## config.mk

```make
export PLATFORM = sky130hd
export DESIGN_NAME = col_scan_ctrl
export DESIGN_NICKNAME = d
export VERILOG_FILES = /design/src/rtl/col_scan_ctrl_pkg.sv /design/src/rtl/col_scan_ctrl.sv
export SDC_FILE = /design/constraint.sdc
export NUM_CORES = 1
export LEC_CHECK = 0
export ABC_AREA = 1
export CORE_MARGIN = 3
export CORE_UTILIZATION = 30
export CTS_CLUSTER_SIZE = 30
export DETAILED_ROUTE_END_ITERATION = 7
export PLACE_DENSITY = 0.58
export SYNTH_ARGS = -nofsm -noshare
export SYNTH_HDL_FRONTEND = slang
export SYNTH_SLANG_ARGS = --single-unit
```

## constraint.sdc

```tcl
create_clock -name clk -period 2.3 [get_ports clk]
set_input_delay 0.575 -clock clk [delete_from_list [all_inputs] [get_ports clk]]
set_output_delay 0.575 -clock clk [all_outputs]
set_load 0.01 [all_outputs]
```

## src/rtl/col_scan_ctrl_pkg.sv

```systemverilog
// ----------------------------------------------------------------------------
// col_scan_ctrl_pkg
// Shared constants and state encoding for the column scan sequencer.
//   NUM_COL : columns per frame
//   CNT_COL : column index width (clog2 of NUM_COL)
//   RATIO_W : divider half-period ratio width
//   FRAME_W : frame counter width
// ----------------------------------------------------------------------------
package col_scan_ctrl_pkg;

    localparam int NUM_COL = 16;
    localparam int CNT_COL = 4;
    localparam int RATIO_W = 16;
    localparam int FRAME_W = 8;

    // ST_DONE lasts exactly one cycle and then returns to ST_IDLE.
    typedef enum logic [1:0] {
        ST_IDLE = 2'd0,
        ST_ARM  = 2'd1,
        ST_SCAN = 2'd2,
        ST_DONE = 2'd3
    } scan_state_e;

endpackage

```

## src/rtl/col_scan_ctrl.sv

```systemverilog
// ----------------------------------------------------------------------------
// col_scan_ctrl
// Sequencer for the column clock-enable divider. On start it latches the scan
// configuration, releases the divider with the programmed half-period ratio,
// then steps a column index on every rising edge of the divider enable for
// the programmed number of frames (0 = run until abort).
//
// Ports
//   clk            in   system clock
//   rst_n          in   asynchronous active-low reset
//   start          in   one-cycle scan request
//   abort          in   one-cycle scan cancel
//   cfg_ratio      in   divider ratio, half-period = cfg_ratio+1 clocks
//   cfg_frames     in   frames per scan, 0 = continuous
//   div_clk_enable in   enable returned from the divider
//   div_ratio      out  ratio held for the divider during a scan
//   div_run_n      out  divider reset, low keeps the divider cleared
//   col_sel        out  current column index
//   col_flag       out  pulse on every column entry
//   frame_done     out  pulse after the last column of a frame
//   done           out  pulse at scan completion
//   busy           out  high in ARM/SCAN/DONE
//   err            out  pulse when start arrives while busy
// ----------------------------------------------------------------------------
module col_scan_ctrl
    import col_scan_ctrl_pkg::*;
(
    input  logic               clk,
    input  logic               rst_n,
    input  logic               start,
    input  logic               abort,
    input  logic [RATIO_W-1:0] cfg_ratio,
    input  logic [FRAME_W-1:0] cfg_frames,
    input  logic               div_clk_enable,
    output logic [RATIO_W-1:0] div_ratio,
    output logic               div_run_n,
    output logic [CNT_COL-1:0] col_sel,
    output logic               col_flag,
    output logic               frame_done,
    output logic               done,
    output logic               busy,
    output logic               err
);

    localparam logic [CNT_COL-1:0] LAST_COL = CNT_COL'(NUM_COL - 1);

    scan_state_e        state_q, state_d;
    logic [RATIO_W-1:0] ratio_q, ratio_d;
    logic [FRAME_W-1:0] frames_q, frames_d;
    logic [FRAME_W-1:0] frame_cnt_q, frame_cnt_d;
    logic [CNT_COL-1:0] col_q, col_d;
    logic               run_n_q, run_n_d;
    logic               ce_q;
    logic               col_flag_q, col_flag_d;
    logic               frame_done_q, frame_done_d;
    logic               done_q, done_d;
    logic               err_q, err_d;

    logic               rise;
    logic               busy_now;
    logic [FRAME_W-1:0] frame_next;

    // ce_q is the previous-cycle copy of the divider enable.
    assign rise       = div_clk_enable & ~ce_q;
    assign busy_now   = (state_q != ST_IDLE);
    // Wraps harmlessly in continuous mode, where frames_q is zero.
    assign frame_next = frame_cnt_q + FRAME_W'(1);

    // State and datapath registers.
    always_ff @(posedge clk or negedge rst_n) begin
        if (!rst_n) begin
            state_q      <= ST_IDLE;
            ratio_q      <= '0;
            frames_q     <= '0;
            frame_cnt_q  <= '0;
            col_q        <= '0;
            run_n_q      <= 1'b0;
            ce_q         <= 1'b0;
            col_flag_q   <= 1'b0;
            frame_done_q <= 1'b0;
            done_q       <= 1'b0;
            err_q        <= 1'b0;
        end else begin
            state_q      <= state_d;
            ratio_q      <= ratio_d;
            frames_q     <= frames_d;
            frame_cnt_q  <= frame_cnt_d;
            col_q        <= col_d;
            run_n_q      <= run_n_d;
            ce_q         <= div_clk_enable;
            col_flag_q   <= col_flag_d;
            frame_done_q <= frame_done_d;
            done_q       <= done_d;
            err_q        <= err_d;
        end
    end

    // Next-state logic. The configuration registers only load in IDLE, so
    // div_ratio stays fixed for the whole scan. Abort is applied last so it
    // overrides any rise-driven update in the same cycle.
    always_comb begin
        state_d      = state_q;
        ratio_d      = ratio_q;
        frames_d     = frames_q;
        frame_cnt_d  = frame_cnt_q;
        col_d        = col_q;
        run_n_d      = run_n_q;
        col_flag_d   = 1'b0;
        frame_done_d = 1'b0;
        done_d       = 1'b0;
        err_d        = 1'b0;

        case (state_q)
            ST_IDLE: begin
                if (start && !abort) begin
                    ratio_d  = cfg_ratio;
                    frames_d = cfg_frames;
                    run_n_d  = 1'b1;
                    state_d  = ST_ARM;
                end
            end
            ST_ARM: begin
                if (rise) begin
                    col_d       = '0;
                    col_flag_d  = 1'b1;
                    frame_cnt_d = '0;
                    state_d     = ST_SCAN;
                end
            end
            ST_SCAN: begin
                if (rise) begin
                    if (col_q != LAST_COL) begin
                        col_d      = col_q + CNT_COL'(1);
                        col_flag_d = 1'b1;
                    end else begin
                        frame_done_d = 1'b1;
                        frame_cnt_d  = frame_next;
                        if ((frames_q != '0) && (frame_next == frames_q)) begin
                            state_d = ST_DONE;
                        end else begin
                            col_d      = '0;
                            col_flag_d = 1'b1;
                        end
                    end
                end
            end
            ST_DONE: begin
                done_d  = 1'b1;
                run_n_d = 1'b0;
                col_d   = '0;
                state_d = ST_IDLE;
            end
            default: begin
                state_d = ST_IDLE;
            end
        endcase

        if (busy_now && abort) begin
            state_d      = ST_IDLE;
            run_n_d      = 1'b0;
            col_d        = '0;
            frame_cnt_d  = '0;
            col_flag_d   = 1'b0;
            frame_done_d = 1'b0;
            done_d       = 1'b0;
        end

        if (busy_now && start && !abort) begin
            err_d = 1'b1;
        end
    end

    assign div_ratio  = ratio_q;
    assign div_run_n  = run_n_q;
    assign col_sel    = col_q;
    assign col_flag   = col_flag_q;
    assign frame_done = frame_done_q;
    assign done       = done_q;
    assign busy       = busy_now;
    assign err        = err_q;

endmodule

```

# [After elaboration in Yosys (flattened, before gate mapping)]
# Cells that the tools add are included.
[word_totals] reg_bits=44 in_bits=29
[classes] n_reduce_logical=17 muxes=34 bitwise_logic=2 n_addsub=2 eq_ne=11
[op_table] op="$mux W8" n=4
[op_table] op="$mux W4" n=5
[op_table] op="$pmux W8 S2" n=1
[op_table] op="$ne A3 B3 Y1 const B" n=5
[op_table] op="$mux W1" n=14
[op_table] op="$mux W2" n=6
[op_table] op="$pmux W4 S3" n=1
[op_table] op="$add A8 B1 Y8 const B" n=1
[op_table] op="$eq A8 B8 Y1" n=1
[op_table] op="$ne A4 B4 Y1 const B" n=2
[op_table] op="$pmux W2 S4" n=1
[op_table] op="$reduce_and A4 Y1" n=2
[op_table] op="$reduce_bool A8 Y1" n=1
[op_table] op="$reduce_bool A3 Y1" n=2
[op_table] op="$logic_and A1 B1 Y1" n=5
[op_table] op="$reduce_and A5 Y1" n=1
[op_table] op="$add A4 B1 Y4 const B" n=1
[op_table] op="$eq A2 B2 Y1 const B" n=2
[op_table] op="$pmux W1 S2" n=2
[op_table] op="$reduce_and A2 Y1" n=2
[op_table] op="$reduce_bool A4 Y1" n=1
[op_table] op="$eq A2 B1 Y1 const B" n=1
[op_table] op="$logic_not A2 Y1" n=1
[op_table] op="$reduce_bool A2 Y1" n=1
[op_table] op="3 further kinds" n=3

# [Depth between registers and ports, before layout]
# Gate-level depths: netlist of the first run.
[depth] ltp_word=8 ltp_mapped=14

# [Worst setup path after synthesis of the first run]
# OpenSTA, ideal clock, no wires.
[synth_timing] path_kind="flip-flop to flip-flop" start="reg state_q[0]" end="reg frame_cnt_q[0]" stages_incl_launch_ff=12 t_arrival_ps=1614 slack_ps=609 setup_time_ps=77 required_time_ps=2223 path_buffers=0 cell_sequence="dfrtp_1 > inv_1 > ha_1 > nor2_2 > inv_2 > nand2_2 > inv_2 > nand2_1 > nand3_2 > inv_2 > nand2_2 > a21oi_1"
[synth_between] elab_chain_len=4 word_cells_on_any_way=11 classes_between="eq/ne (5); mux (2); reduce/logical (4)"
[synth_lines] item="from (decl)" line="col_scan_ctrl.sv:47" rtl="scan_state_e state_q, state_d;"
[synth_lines] item="from (signal assigned)" line="col_scan_ctrl.sv:84" rtl="state_q <= state_d;"
[synth_lines] item="$reduce_bool A2 Y1" line="col_scan_ctrl.sv:65" rtl="assign busy_now = (state_q != ST_IDLE);"
[synth_lines] item="$logic_and A1 B1 Y1" line="col_scan_ctrl.sv:158" rtl="if (busy_now && abort) begin"
[synth_lines] item="$ne A3 B3 Y1 (no line) / $reduce_bool A3 Y1 (equally long branches)"
[synth_lines] item="$reduce_and A4 Y1 (no line)"
[synth_lines] item="to (signal assigned)" line="col_scan_ctrl.sv:87" rtl="frame_cnt_q <= frame_cnt_d;"
[synth_lines] item="to (decl)" line="col_scan_ctrl.sv:50" rtl="logic [FRAME_W-1:0] frame_cnt_q, frame_cnt_d;"
# Several ways; a longest one is shown, not always the timed one.
# A chain may end at the register's enable or synchronous reset.

# [Worst setup path after layout of the first run]
[layout_timing] start="reg state_q[1]" end="out busy"
[layout_between] elab_chain_len=1
[layout_lines] item="$reduce_bool A2 Y1" line="col_scan_ctrl.sv:65"
[layout_lines] item="to (decl)" line="col_scan_ctrl.sv:41" rtl="output logic busy,"
# No other way between the ends.

==> results.md, run 1 <==
- Clock tree synthesis selected as its root buffer the cell sky130_fd_sc_hd__clkbuf_8.
- From synthesis to final layout, the design area changed by 33.4%.
- The region available for standard cell placement spans 7370 um^2.
- After synthesis the netlist holds a flip-flop and latch count of 44.
- The largest fanout of any net on the critical path is 5.
- The slowest stage of the critical path belongs to the cell sky130_fd_sc_hd__dfrtp_1.
- The minimum setup slack in the final design is about 380 ps.
- In the final timing run, aggregate negative setup slack is 0 ps.
- After global routing the overflow that remains totals 0.
- The number of max-cap violations is 0.
- After detailed routing, the average wire length per cell comes to between 10 and 15 um.
- Yosys attributes the largest share of cell area to sky130_fd_sc_hd__dfrtp_1, sky130_fd_sc_hd__nand2_1, sky130_fd_sc_hd__mux2_2.
- The post-route clock skew is between 4 and 5 ps.
- The Yosys warning count is 0.
- The pre-antenna-repair detailed-routing pass consisted of 4 iterations.
- Data on the critical path is required at its endpoint by ~1700 ps.
- The number of buffers inserted during clock tree synthesis is 5.
- The final standard cell utilization of the core is 0.419.
- After clock tree synthesis, the clock-pin slew on the worst setup and hold paths is 80 ps.
- Using the TritonRoute via totals, the vias-per-cell ratio works out to between 4 and 5.
- The ratio of total power to cell area is between 1000 and 1500 nW/um^2.
- 0 antenna diodes ended up in the layout.
- During placement, the flow inserted port buffers numbering 54.
- The most used flip-flop cell after synthesis is sky130_fd_sc_hd__dfrtp_1.
- The starting utilization of the core area is 0.314.
- The cell taking the most area after synthesis is sky130_fd_sc_hd__dfrtp_1.
- The all-layer global routing usage is 0.130.
- At the placement stage, the worst setup path has a slack of 87.9 ps.
- The period utilization is 0.836.
- The post-route cell area is around 3000 um^2.
- The path type of the worst setup path is flip-flop to output port.
- In this run the mean area of a mapped cell was 8.80 um^2.
- The die covers approximately 9000 um^2.
- The final count of negative-setup-slack endpoints is 0.
- The later-pin clock latency in the skew report is ~300 ps.
- The multi-input combinational cells in the finished layout cover a total of between 1000 and 1500 um^2.
- The count of pins on the block boundary is 55.
- The number of design rule violations left after detail routing is 0.
- The cell type group with the largest total delay on the critical path is flip-flops.
- The delay of the slowest cell on the worst path is 420 ps.
- CTS built an H-tree with a depth of 2.
- The filler cells instantiated in the layout total between 700 and 800.
- The total number of nets in the final design is roughly 360.
- The most used cell along the critical path is sky130_fd_sc_hd__inv_1.
- The chip width is about 94 um.
- The share of the synthesized area in the top cell type is 0.476.
- The normalized max-slew margin is 0.584.
- The TritonCTS clock tree is yes.
- The first global-routing pass estimated 9.00 mm of wire.
- After floorplanning, the core was divided into 31 placement rows.
- Summed over all cells, the static leakage comes to 1.42 nW.
- The total number of clock tree sinks is 44.
- Routability-driven placement finished with a final weighted congestion of roughly 0.84.
- The maximum number of pins on one net before global-route repair is 28.
- The total count of max-transition violations in the final report is 0.
- Derived from the worst setup path, the maximum achievable clock frequency is approximately 0.52 GHz.
- The share of post-route cells with drive strength above 1 is 0.193.
- The number of antenna violations at the first check in global routing is 0.
- After technology mapping, the gate count stands at around 260.
- STA classifies the critical path startpoint as a flip-flop.
- The area occupied by registers is 1100 um^2.
- The distinct cell type count of the synthesized netlist is 27.
- The total number of vias is 1895.
- The peak supply drop is just over 0.5 mV.
- Hold timing on the final database bottoms out at a slack of 288 ps.
- Traced cell by cell, the critical path runs through inv_1, ha_1, inv_1, dlymetal6s2s_1.
- The sequential cell area fraction in the yosys report is 0.476.
- The actual transition at the worst max-transition pin is between 600 and 700 ps.
- The cell area that synthesis handed to floorplanning was ~2300 um^2.
- The flow ran to the end, and the final reports show no timing, DRC or antenna violations.
- At the worst endpoint, the arrival time is about 1400 ps.
- The maximum buffer depth of the clock tree is 2.
- After detailed routing, the total wire length is between 5 and 6 mm.
- In the synthesized netlist the async set-or-reset flop fraction comes to 1.00.
- The kind of end point of the critical path is an output port.
- In this run the remaining antenna-violating nets after routing total 0.
- The number of enable flip-flop cells after synthesis is 0.
- The number of DRC markers in iteration 0 is 92.
- The via count of the first global-routing pass is 1958.
- The post-synthesis net count is about 300.
- In this run the vertical extent of the chip is 93.8 um.
- The number of buffer and inverter instances along the worst setup path is 3.
- The hold violation count in the final report is 0.
- The placed instances occupy a cell area of ~3000 um^2.
- The tightest min-delay check is of the input pin to async pin type.
- Setup repair after global routing left no endpoint under its margin.
- Detailed placement ended at an HPWL of ~4.1 mm.
- The shortest period the worst path allows is 1920 ps.
[layout by cell type, fill, tap and decap left out, drive strengths merged]
cell            n
nand4           3
and3            1
dfrtp          44
xor2            4
buf             7
dlymetal6s2s    1
a21oi           8
nor2           33
inv            35
o21ai           5
nand2          69
nand3          26
o22ai           5
clkdlybuf4s50  52
clkbuf          6
o211ai          1
ha              6
nor3            1
clkinv          1
mux2           18
a221oi          1
[report_power, final]
group	total (mW)	switching (mW)	internal (mW)	leakage, nW
Clock	0.464	0.257	0.207	0.0410
Sequential	1.23	0.182	1.05	0.549
Combinational	1.54	0.789	0.748	0.826
[cells by family after synthesis]
family	Yosys count	synth area share
buffers and inverters	38	0.0622
DFF	44	0.476
adders and majority gates	6	0.0324
and+or+nand+nor	133	0.278
muxes	18	0.0876
AOI/OAI and AO/OA	20	0.0487
xor gates and xnor gates	4	0.0151
[layer usage]
metal | global-route usage | vias to the layer above | part of all wire
li1 | - | 979 | -
met1 | 0.171 | 853 | 0.47
met2 | 0.192 | 52 | 0.42
met3 | 0.0553 | 11 | 0.082
met4 | 0.0457 | 0 | 0.023
met5 | 0 | - | 0
[worst paths after layout]
path / to / slack, ps / cells past startpoint / from
max: busy / 380 / 4 / state_q[1]$_DFFE_PN0P_
min: ce_q$_DFF_PN0_ / 290 / 1 / rst_n
max reg2reg: state_q[0]$_DFFE_PN0P_ / 460 / 14 / frame_cnt_q[1]$_DFFE_PN0P_
min reg2reg: div_ratio[3]$_DFFE_PN0P_ / 510 / 1 / div_ratio[3]$_DFFE_PN0P_
max in group asynchronous: frame_cnt_q[6]$_DFFE_PN0P_ / 1420 / 2 / rst_n
min in group clk: div_ratio[3]$_DFFE_PN0P_ / 510 / 1 / div_ratio[3]$_DFFE_PN0P_
[final cells by class]
| class | count | area share |
|---|---|---|
| Clock inverter | 1 | 0.00162 |
| Inverter | 35 | 0.0426 |
| Timing Repair Buffer | 60 | 0.189 |
| Tap cell | 99 | 0.0401 |
| Clock buffer | 6 | 0.0235 |
| Multi-Input combinational cell | 181 | 0.346 |
| Sequential cell | 44 | 0.357 |
[metrics by stage]
stage          instances  power, mW
2_1_floorplan        263       2.12
3_3_place_gp         418       2.77
3_5_place_dp         418       2.78
4_1_cts              426       3.29
5_1_grt              426       3.52
6_report             426       3.23
[repair_timing]
item,4_1_cts,5_1_grt
gates resized for setup,0,1
hold endpoints to repair,0,0
hold buffers,0,0
endpoints found under the setup margin,1,1
buffers inserted,1,0
gates cloned,0,0
[worst register-to-register path, cell delays in order (launching register included)]
cell and delay, ps:
sky130_fd_sc_hd__dfrtp_1 410, sky130_fd_sc_hd__ha_1 230, sky130_fd_sc_hd__nand2_2 100, sky130_fd_sc_hd__nor2_2 120
sky130_fd_sc_hd__nand2_1 80, sky130_fd_sc_hd__nand2_1 90, sky130_fd_sc_hd__nand2_1 50, sky130_fd_sc_hd__nand2_1 100
sky130_fd_sc_hd__nand2_2 80, sky130_fd_sc_hd__nor2_4 120, sky130_fd_sc_hd__nand3_4 100, sky130_fd_sc_hd__nand2_4 80
sky130_fd_sc_hd__nand2_2 50, sky130_fd_sc_hd__nand2_1 50, sky130_fd_sc_hd__nand2_1 60
[cells in the mapped netlist (4+ instances only)]
master                    instances
sky130_fd_sc_hd__xor2_1           4
sky130_fd_sc_hd__nand3_1         21
sky130_fd_sc_hd__inv_2            6
sky130_fd_sc_hd__a21oi_1          8
sky130_fd_sc_hd__dfrtp_1         44
sky130_fd_sc_hd__nand3_2          4
sky130_fd_sc_hd__ha_1             6
sky130_fd_sc_hd__o22ai_1          5
sky130_fd_sc_hd__nand2_1         55
sky130_fd_sc_hd__mux2_2          18
sky130_fd_sc_hd__inv_1           29
sky130_fd_sc_hd__nor2_2           5
sky130_fd_sc_hd__nor2_1          26
sky130_fd_sc_hd__nand2_2         13
sky130_fd_sc_hd__o21ai_0          4
[flip-flops by register name, indices dropped and copies added, names as in the netlist]
| register | flops |
|---|---|
| div_run_n | 1 |
| col_sel | 4 |
| frame_done | 1 |
| state_q | 2 |
| frame_cnt_q | 8 |
| col_flag | 1 |
| div_ratio | 16 |
| frames_q | 8 |
| done | 1 |
| ce_q | 1 |
| err | 1 |
(Power assumes the default switching activity.)
==> inputs of run 2 (changes only) <==
- PLACE_DENSITY: 0.58 -> 0.6
- clock period: 2.3 -> 1.7 ns (I/O delays scaled with it)
==> results.md, run 2 (same netlist as run 1, synthesis figures left out) <==
- The run finished, with violations left.
- The final reports fail on negative setup slack.
- The maximum buffer depth of the clock tree is 2 (unchanged).
- The total number of nets in the final design was 387 (+6.9%).
- The routed design could run at a clock period as short as 1760 ps.
- Dividing the final minimum period by the clock period gives 1.04.
- In the layout the commonest cells are sky130_fd_sc_hd__clkdlybuf4s50_1, sky130_fd_sc_hd__dfrtp_1, sky130_fd_sc_hd__nand2_1.
- The maximum level of the CTS H-tree came to 2 (unchanged).
- The number of search-and-repair iterations in the first detailed-routing pass was 4 (unchanged).
- The ratio of total power to cell area is 1460 nW/um^2 (+40%).
- The last weighted congestion value of the routability-driven placer is 0.872 (+4.3%).
- TritonCTS built the clock tree.
- The number of buffers inserted during clock tree synthesis came to 5 (unchanged).
- The number of antenna violations at the first check in global routing came to 0 (unchanged).
- Setup repair after global routing could not meet its margin everywhere.
- The worst setup path is launched from a flip-flop.
- The later-pin clock latency in the skew report is 290 ps (about the same).
- The hold violation count in the final report is 0 (unchanged).
- The via count of the first global-routing pass is 2039 (+4.1%).
- The number of DRC markers in iteration 0 is 86 (-6.5%).
- Leaving out fill and tap cells, the most frequent cell in the layout is sky130_fd_sc_hd__clkdlybuf4s50_1.
- The number of max-cap violations is 0 (unchanged).
- The clock-pin transition on the worst setup and hold timing paths was 90 ps (about the same).
- The number of cell instances on the worst register-to-register path is 14 (unchanged).
- The slowest cell on the critical path is sky130_fd_sc_hd__dfrtp_1.
- The post-detailed-route count of antenna-violating nets is 0 (unchanged).
- By instance count, the cell type seen most on the critical path is sky130_fd_sc_hd__nand2_2.
- The area of the placeable core is 7370 um^2 (unchanged).
- The number of design rule violations left after detail routing came to 0 (unchanged).
- The post-route clock skew is 4.88 ps (+0.562 ps).
- The all-layer global routing usage is 0.129 (-0.00182).
- The leakage power summed over all cells is 1.62 nW (+14%).
- The delay of the slowest cell on the worst path was 400 ps (-20 ps).
- The area growth from synthesis to layout is 52.2%.
- The peak supply drop is 0.904 mV (+78%).
- The total number of vias is 2028 (+7.0%).
- The required arrival time at the worst endpoint is 1890 ps (+160 ps).
- The final global-route overflow total is 0 (unchanged).
- The largest fanout of any net on the critical path is 4 (-1).
- The height of the chip came to 93.8 um (unchanged).
- The setup slack at placement is -257 ps (-345 ps).
- The number of buffers inserted by hold repair at cts was 0 (unchanged).
- The aggregate routed wire length is 5.71 mm (+9.7%).
- The actual transition at the worst max-transition pin is 475 ps (-148 ps).
- In this run the clock root is driven by a sky130_fd_sc_hd__clkbuf_8.
- The worst setup path is captured at a flip-flop.
- The final count of negative-setup-slack endpoints is 7 (+7).
- The data arrival time of the critical path is 1950 ps (+600 ps).
- The floorplan row count is 31 (unchanged).
- The class of the tightest hold or removal check is input pin to async pin.
- The top achievable clock speed is 0.568 GHz.
- The number of flip-flops in the largest register is 16 (unchanged).
- The total number of clock tree sinks was 44 (unchanged).
- The tightest hold margin was 76.1 ps (-212 ps).
- The detailed placer's ending HPWL is 4.16 mm (+2.4%).
- The critical path goes through ha_4, nand2_4, nor2_4, nand2_2, nand2_2, nand2_2, nand2_2, nand2_2, nor2_4, nand3_4, nand2_4, nand2_2, nand2_2, nand2_2.
- The count of buffers from port buffering is 54 (unchanged).
- The routed wirelength normalized by instance count is 12.6 um (+3.4%).
- The count of pins on the block boundary is 55 (unchanged).
- The number of antenna cells inserted is 0 (unchanged).
- The chip width is 93.8 um (unchanged).
- The normalized max-slew margin is 0.683 (+0.0989).
- The path type of the worst setup path is flip-flop to flip-flop.
- The starting utilization of the core area came to 0.314 (unchanged).
- The first-pass GRT wire length is 9.16 mm (+1.8%).
- The total count of max-transition violations in the final report is 0 (unchanged).
- The minimum setup slack in the final design is -61.6 ps (-438 ps).
- The maximum number of pins on one net before global-route repair is 26 (-7.1%).
- The share of post-route cells with drive strength above 1 was 0.343 (+0.150).
- The area of the die came to 8800 um^2 (unchanged).
- The routed via count divided by cell count is 4.49 (+0.86%).
-- run 2: layout make-up --
type | instances | area, um^2
clock inverters | 1 | 30.0
multi-input cells | 181 | 1230
fillers | 730 | 3850
flip-flops and latches | 44 | 1100
clock buffers | 7 | 96.3
inverters | 35 | 134
well taps | 99 | 124
repair buffers | 85 | 808
-- run 2: what timing repair did --
item / CTS / global route
buffers inserted: 3 / 4
setup endpoints to repair: 15 / 38
cloned: 0 / 1
resized for setup: 11 / 42
pin swaps: 3 / 22
-- run 2: through the flow --
| stage | cells | power (mW) | TNS (ps) | util | instance area, um^2 |
|---|---|---|---|---|---|
| 2_1_floorplan | 263 | 2.87 | 0 | - | 2310 |
| 3_3_place_gp | 436 | 3.94 | -3140 | 0.429 | 3160 |
| 3_5_place_dp | 436 | 3.97 | -3550 | 0.429 | 3160 |
| 4_1_cts | 447 | 4.94 | -97.5 | 0.450 | 3320 |
| 5_1_grt | 452 | 5.52 | -994 | 0.478 | 3520 |
| 6_report | 452 | 5.15 | -155 | 0.478 | 3520 |
-- run 2: worst paths after layout --
| path | start | end | slack [ps] |
|---|---|---|---|
| worst max-delay path | frame_cnt_q[1]$_DFFE_PN0P_ | state_q[1]$_DFFE_PN0P_ | -60 |
| worst min-delay path | rst_n | div_ratio[4]$_DFFE_PN0P_ | 80 |
| worst max register to register | frame_cnt_q[1]$_DFFE_PN0P_ | state_q[1]$_DFFE_PN0P_ | -60 |
| worst min register to register | div_ratio[9]$_DFFE_PN0P_ | div_ratio[9]$_DFFE_PN0P_ | 510 |
| max in group asynchronous | rst_n | frames_q[4]$_DFFE_PN0P_ | 1120 |
| min in group clk | div_ratio[9]$_DFFE_PN0P_ | div_ratio[9]$_DFFE_PN0P_ | 510 |
-- run 2: metal layers --
layer / wire length, um / share of wire / track usage / vias to the layer above
li1: - / - / - / 1023
met1: 2470 / 0.43 / 0.160 / 948
met2: 2740 / 0.48 / 0.205 / 51
met3: 436 / 0.076 / 0.0513 / 6
met4: 61 / 0.011 / 0.0385 / 0
met5: 0 / 0 / 0 / -
-- run 2: power breakdown --
group          internal [mW]  switching, mW
sequential              1.42          0.230
combinational           1.35           1.28
clock                  0.519          0.365
-- run 2: worst max-delay path, delay by kind of cell, from the launching register on --
family | cells | cell delay [ps]
flops | 1 | 400
fa+ha+maj | 1 | 180
simple gates | 13 | 1070
==> inputs of run 3 (changes only) <==
- CORE_UTILIZATION: 30 -> 42
- PLACE_DENSITY: 0.6 -> 0.72
==> results.md, run 3 (same netlist as run 1, synthesis figures left out) <==
- The total number of nets in the final design is 386 (-0.26%).
- The number of cell instances on the worst register-to-register path is 14 (unchanged).
- The kind of end point of the critical path is a flip-flop.
- The total number of clock tree sinks is 44 (unchanged).
- The count of buffers from port buffering is 54 (unchanged).
- The chip width was 80.2 um (-14%).
- The via count of the first global-routing pass is 2061 (+1.1%).
- The area of the multi-input gates is 1220 um^2 (-0.20%).
- The minimum setup slack in the final design is -35.6 ps (+25.9 ps).
- The ratio of total power to cell area is 1490 nW/um^2 (+1.6%).
- The total instance count after detailed placement was 406 (-6.9%).
- The worst setup path is of the flip-flop to flip-flop kind.
- The all-layer global routing usage is 0.181 (+0.0525).
- The post-route cell area is 3470 um^2 (-1.5%).
- The checks that failed: negative setup slack.
- The data arrival time of the critical path was 1980 ps (+30 ps).
- The actual transition at the worst max-transition pin is 350 ps (-125 ps).
- The number of search-and-repair iterations in the first detailed-routing pass is 4 (unchanged).
- The flow ran to the end, but the final reports show violations.
- The number of flip-flops in the largest register is 16 (unchanged).
- STA classifies the critical path startpoint as a flip-flop.
- The number of standard cells in the layout, taps in and fillers out is 422 (-6.6%).
- Setup repair after global routing could not meet its margin everywhere.
- The maximum number of pins on one net before global-route repair is 45 (+73%).
- The detailed placer's ending HPWL came to 3.99 mm (-4.2%).
- The number of DRC markers in iteration 0 came to 65 (-24%).
- The final count of negative-setup-slack endpoints is 10 (+3).
- The total count of max-transition violations in the final report was 0 (unchanged).
- The clock-pin transition on the worst setup and hold timing paths is 80 ps (about the same).
- The minimum setup slack among reg-to-reg paths is -40 ps (+30 ps).
- The last weighted congestion value of the routability-driven placer was 0.875 (+0.33%).
- The final global-route overflow total is 0 (unchanged).
- The maximum buffer depth of the clock tree came to 2 (unchanged).
- The top achievable clock speed was 0.576 GHz (+1.5%).
- The area of the placeable core is 5200 um^2 (-29%).
- The final standard cell utilization of the core is 0.666 (+0.188).
- The routed via count divided by cell count is 4.97 (+11%).
- The peak supply drop is 0.782 mV (-14%).
- The destination of the worst register-to-register timing path is col_sel[3]$_DFFE_PN0P_.
- The starting utilization of the core area is 0.444 (+0.131).
- The total number of vias is 2098 (+3.5%).
- The post-detailed-route count of antenna-violating nets is 0 (unchanged).
- The class of the tightest hold or removal check is input pin to async pin.
- The post-route clock skew was 5.11 ps (+0.224 ps).
- The area of the die was 6430 um^2 (-27%).
- The count of fill cells added during filler insertion is 420 (-42%).
- The period utilization is 1.02 (-0.0153).
- The number of antenna violations at the first check in global routing is 0 (unchanged).
- The most common library cell in the layout ignoring fill and taps is sky130_fd_sc_hd__nand2_1.
- The setup slack at placement came to -266 ps (-8.81 ps).
- The required arrival time at the worst endpoint is 1940 ps (+50 ps).
- The first-pass GRT wire length is 9.14 mm (-0.31%).
- The number of antenna cells inserted is 0 (unchanged).
- In the layout the commonest cells are sky130_fd_sc_hd__nand2_1, sky130_fd_sc_hd__clkdlybuf4s50_1, sky130_fd_sc_hd__dfrtp_1.
- The origin of the critical flop-to-flop path is frame_cnt_q[0]$_DFFE_PN0P_.
- The normalized max-slew margin is 0.765 (+0.0821).
- The floorplan row count was 26 (-16%).
- From synthesis to final layout, the design area changed by 49.9%.
- The later-pin clock latency in the skew report is 300 ps (about the same).
- The hold violation count in the final report is 0 (unchanged).
- The height of the chip is 80.2 um (-14%).
- The routed wirelength normalized by instance count is 13.1 um (+4.1%).
- The tree is rooted in a sky130_fd_sc_hd__clkbuf_8.
- The share of post-route cells with drive strength above 1 came to 0.332 (-0.0104).
- The largest fanout of any net on the critical path is 4 (unchanged).
- The tightest hold margin is 89.1 ps (+13.0 ps).
- The area occupied by registers is 1100 um^2 (-0.11%).
- TritonCTS built the clock tree.
- The number of max-cap violations is 0 (unchanged).
- The aggregate routed wire length is 5.55 mm (-2.8%).
- The number of design rule violations left after detail routing is 0 (unchanged).
- The count of pins on the block boundary was 55 (unchanged).
- The maximum level of the CTS H-tree is 2 (unchanged).
- The leakage power summed over all cells is 1.63 nW (+0.81%).
- The shortest period the worst path allows was 1740 ps (-25.9 ps).
- The total placed instance area was 3110 um^2 (-1.4%).
- The number of buffers inserted during clock tree synthesis is 5 (unchanged).
==> run 3: report_power, final <==
part / total (mW) / internal (mW) / leakage (nW) / switching (mW)
registers: 1.65 / 1.42 / 0.549 / 0.236
clock network: 0.872 / 0.519 / 0.0645 / 0.353
logic: 2.63 / 1.34 / 1.02 / 1.29
==> run 3: cell type report <==
class                           count  share of cell area
Sequential cell                    44               0.318
Tap cell                           70              0.0253
Multi-Input combinational cell    181               0.353
Clock buffer                        7              0.0278
Clock inverter                      1             0.00866
Inverter                           35              0.0386
Timing Repair Buffer               84               0.229
==> run 3: how the worst max path moves through the flow <==
stage / start / endpoint / slack [ps] / cells after the start
2_1_floorplan: state_q[0]$_DFFE_PN0P_ / frame_cnt_q[0]$_DFFE_PN0P_ / 9 / 11
3_3_place_gp: abort / frame_cnt_q[0]$_DFFE_PN0P_ / -210 / 9
3_5_place_dp: abort / frame_cnt_q[0]$_DFFE_PN0P_ / -270 / 9
4_1_cts: frame_cnt_q[1]$_DFFE_PN0P_ / col_sel[1]$_DFFE_PN0P_ / -20 / 11
5_1_grt: div_clk_enable / frame_cnt_q[0]$_DFFE_PN0P_ / -190 / 9
6_report: frame_cnt_q[0]$_DFFE_PN0P_ / col_sel[3]$_DFFE_PN0P_ / -40 / 14
==> run 3: stage by stage <==
step / power [mW] / TNS [ps]
global placement: 3.91 / -4910
floorplan: 2.87 / 0
global route: 5.55 / -2050
detailed placement: 3.96 / -5970
CTS: 5.03 / -75.0
finish: 5.16 / -224
==> run 3: routing by layer <==
| metal | track usage | up-vias | share of wire |
|---|---|---|---|
| met5 | 0 | - | 0 |
| met4 | 0.0456 | 0 | 0.0097 |
| met3 | 0.0617 | 6 | 0.077 |
| met2 | 0.308 | 61 | 0.50 |
| met1 | 0.219 | 1007 | 0.41 |
| li1 | - | 1024 | - |
==> run 3: what timing repair did <==
item	in CTS	in global routing
pin swaps	4	13
setup endpoints to repair	17	18
cloned	0	0
gates resized for setup	19	29
hold buffers	0	0
setup buffers	6	2
==> run 3: worst max-delay path, cell delays in order (launching register included) <==
cell and delay [ps]:
sky130_fd_sc_hd__dfrtp_1 430, sky130_fd_sc_hd__ha_4 210, sky130_fd_sc_hd__inv_2 50, sky130_fd_sc_hd__nand2_2 70, sky130_fd_sc_hd__nand2_2 80, sky130_fd_sc_hd__nand2_1 50, sky130_fd_sc_hd__nand2_1 70, sky130_fd_sc_hd__nand2_2 70
sky130_fd_sc_hd__nor2_4 120, sky130_fd_sc_hd__nand3_2 70, sky130_fd_sc_hd__nor2_2 120, sky130_fd_sc_hd__nand3_2 100, sky130_fd_sc_hd__nand2_2 120, sky130_fd_sc_hd__nand2_1 60, sky130_fd_sc_hd__nand2_1 60
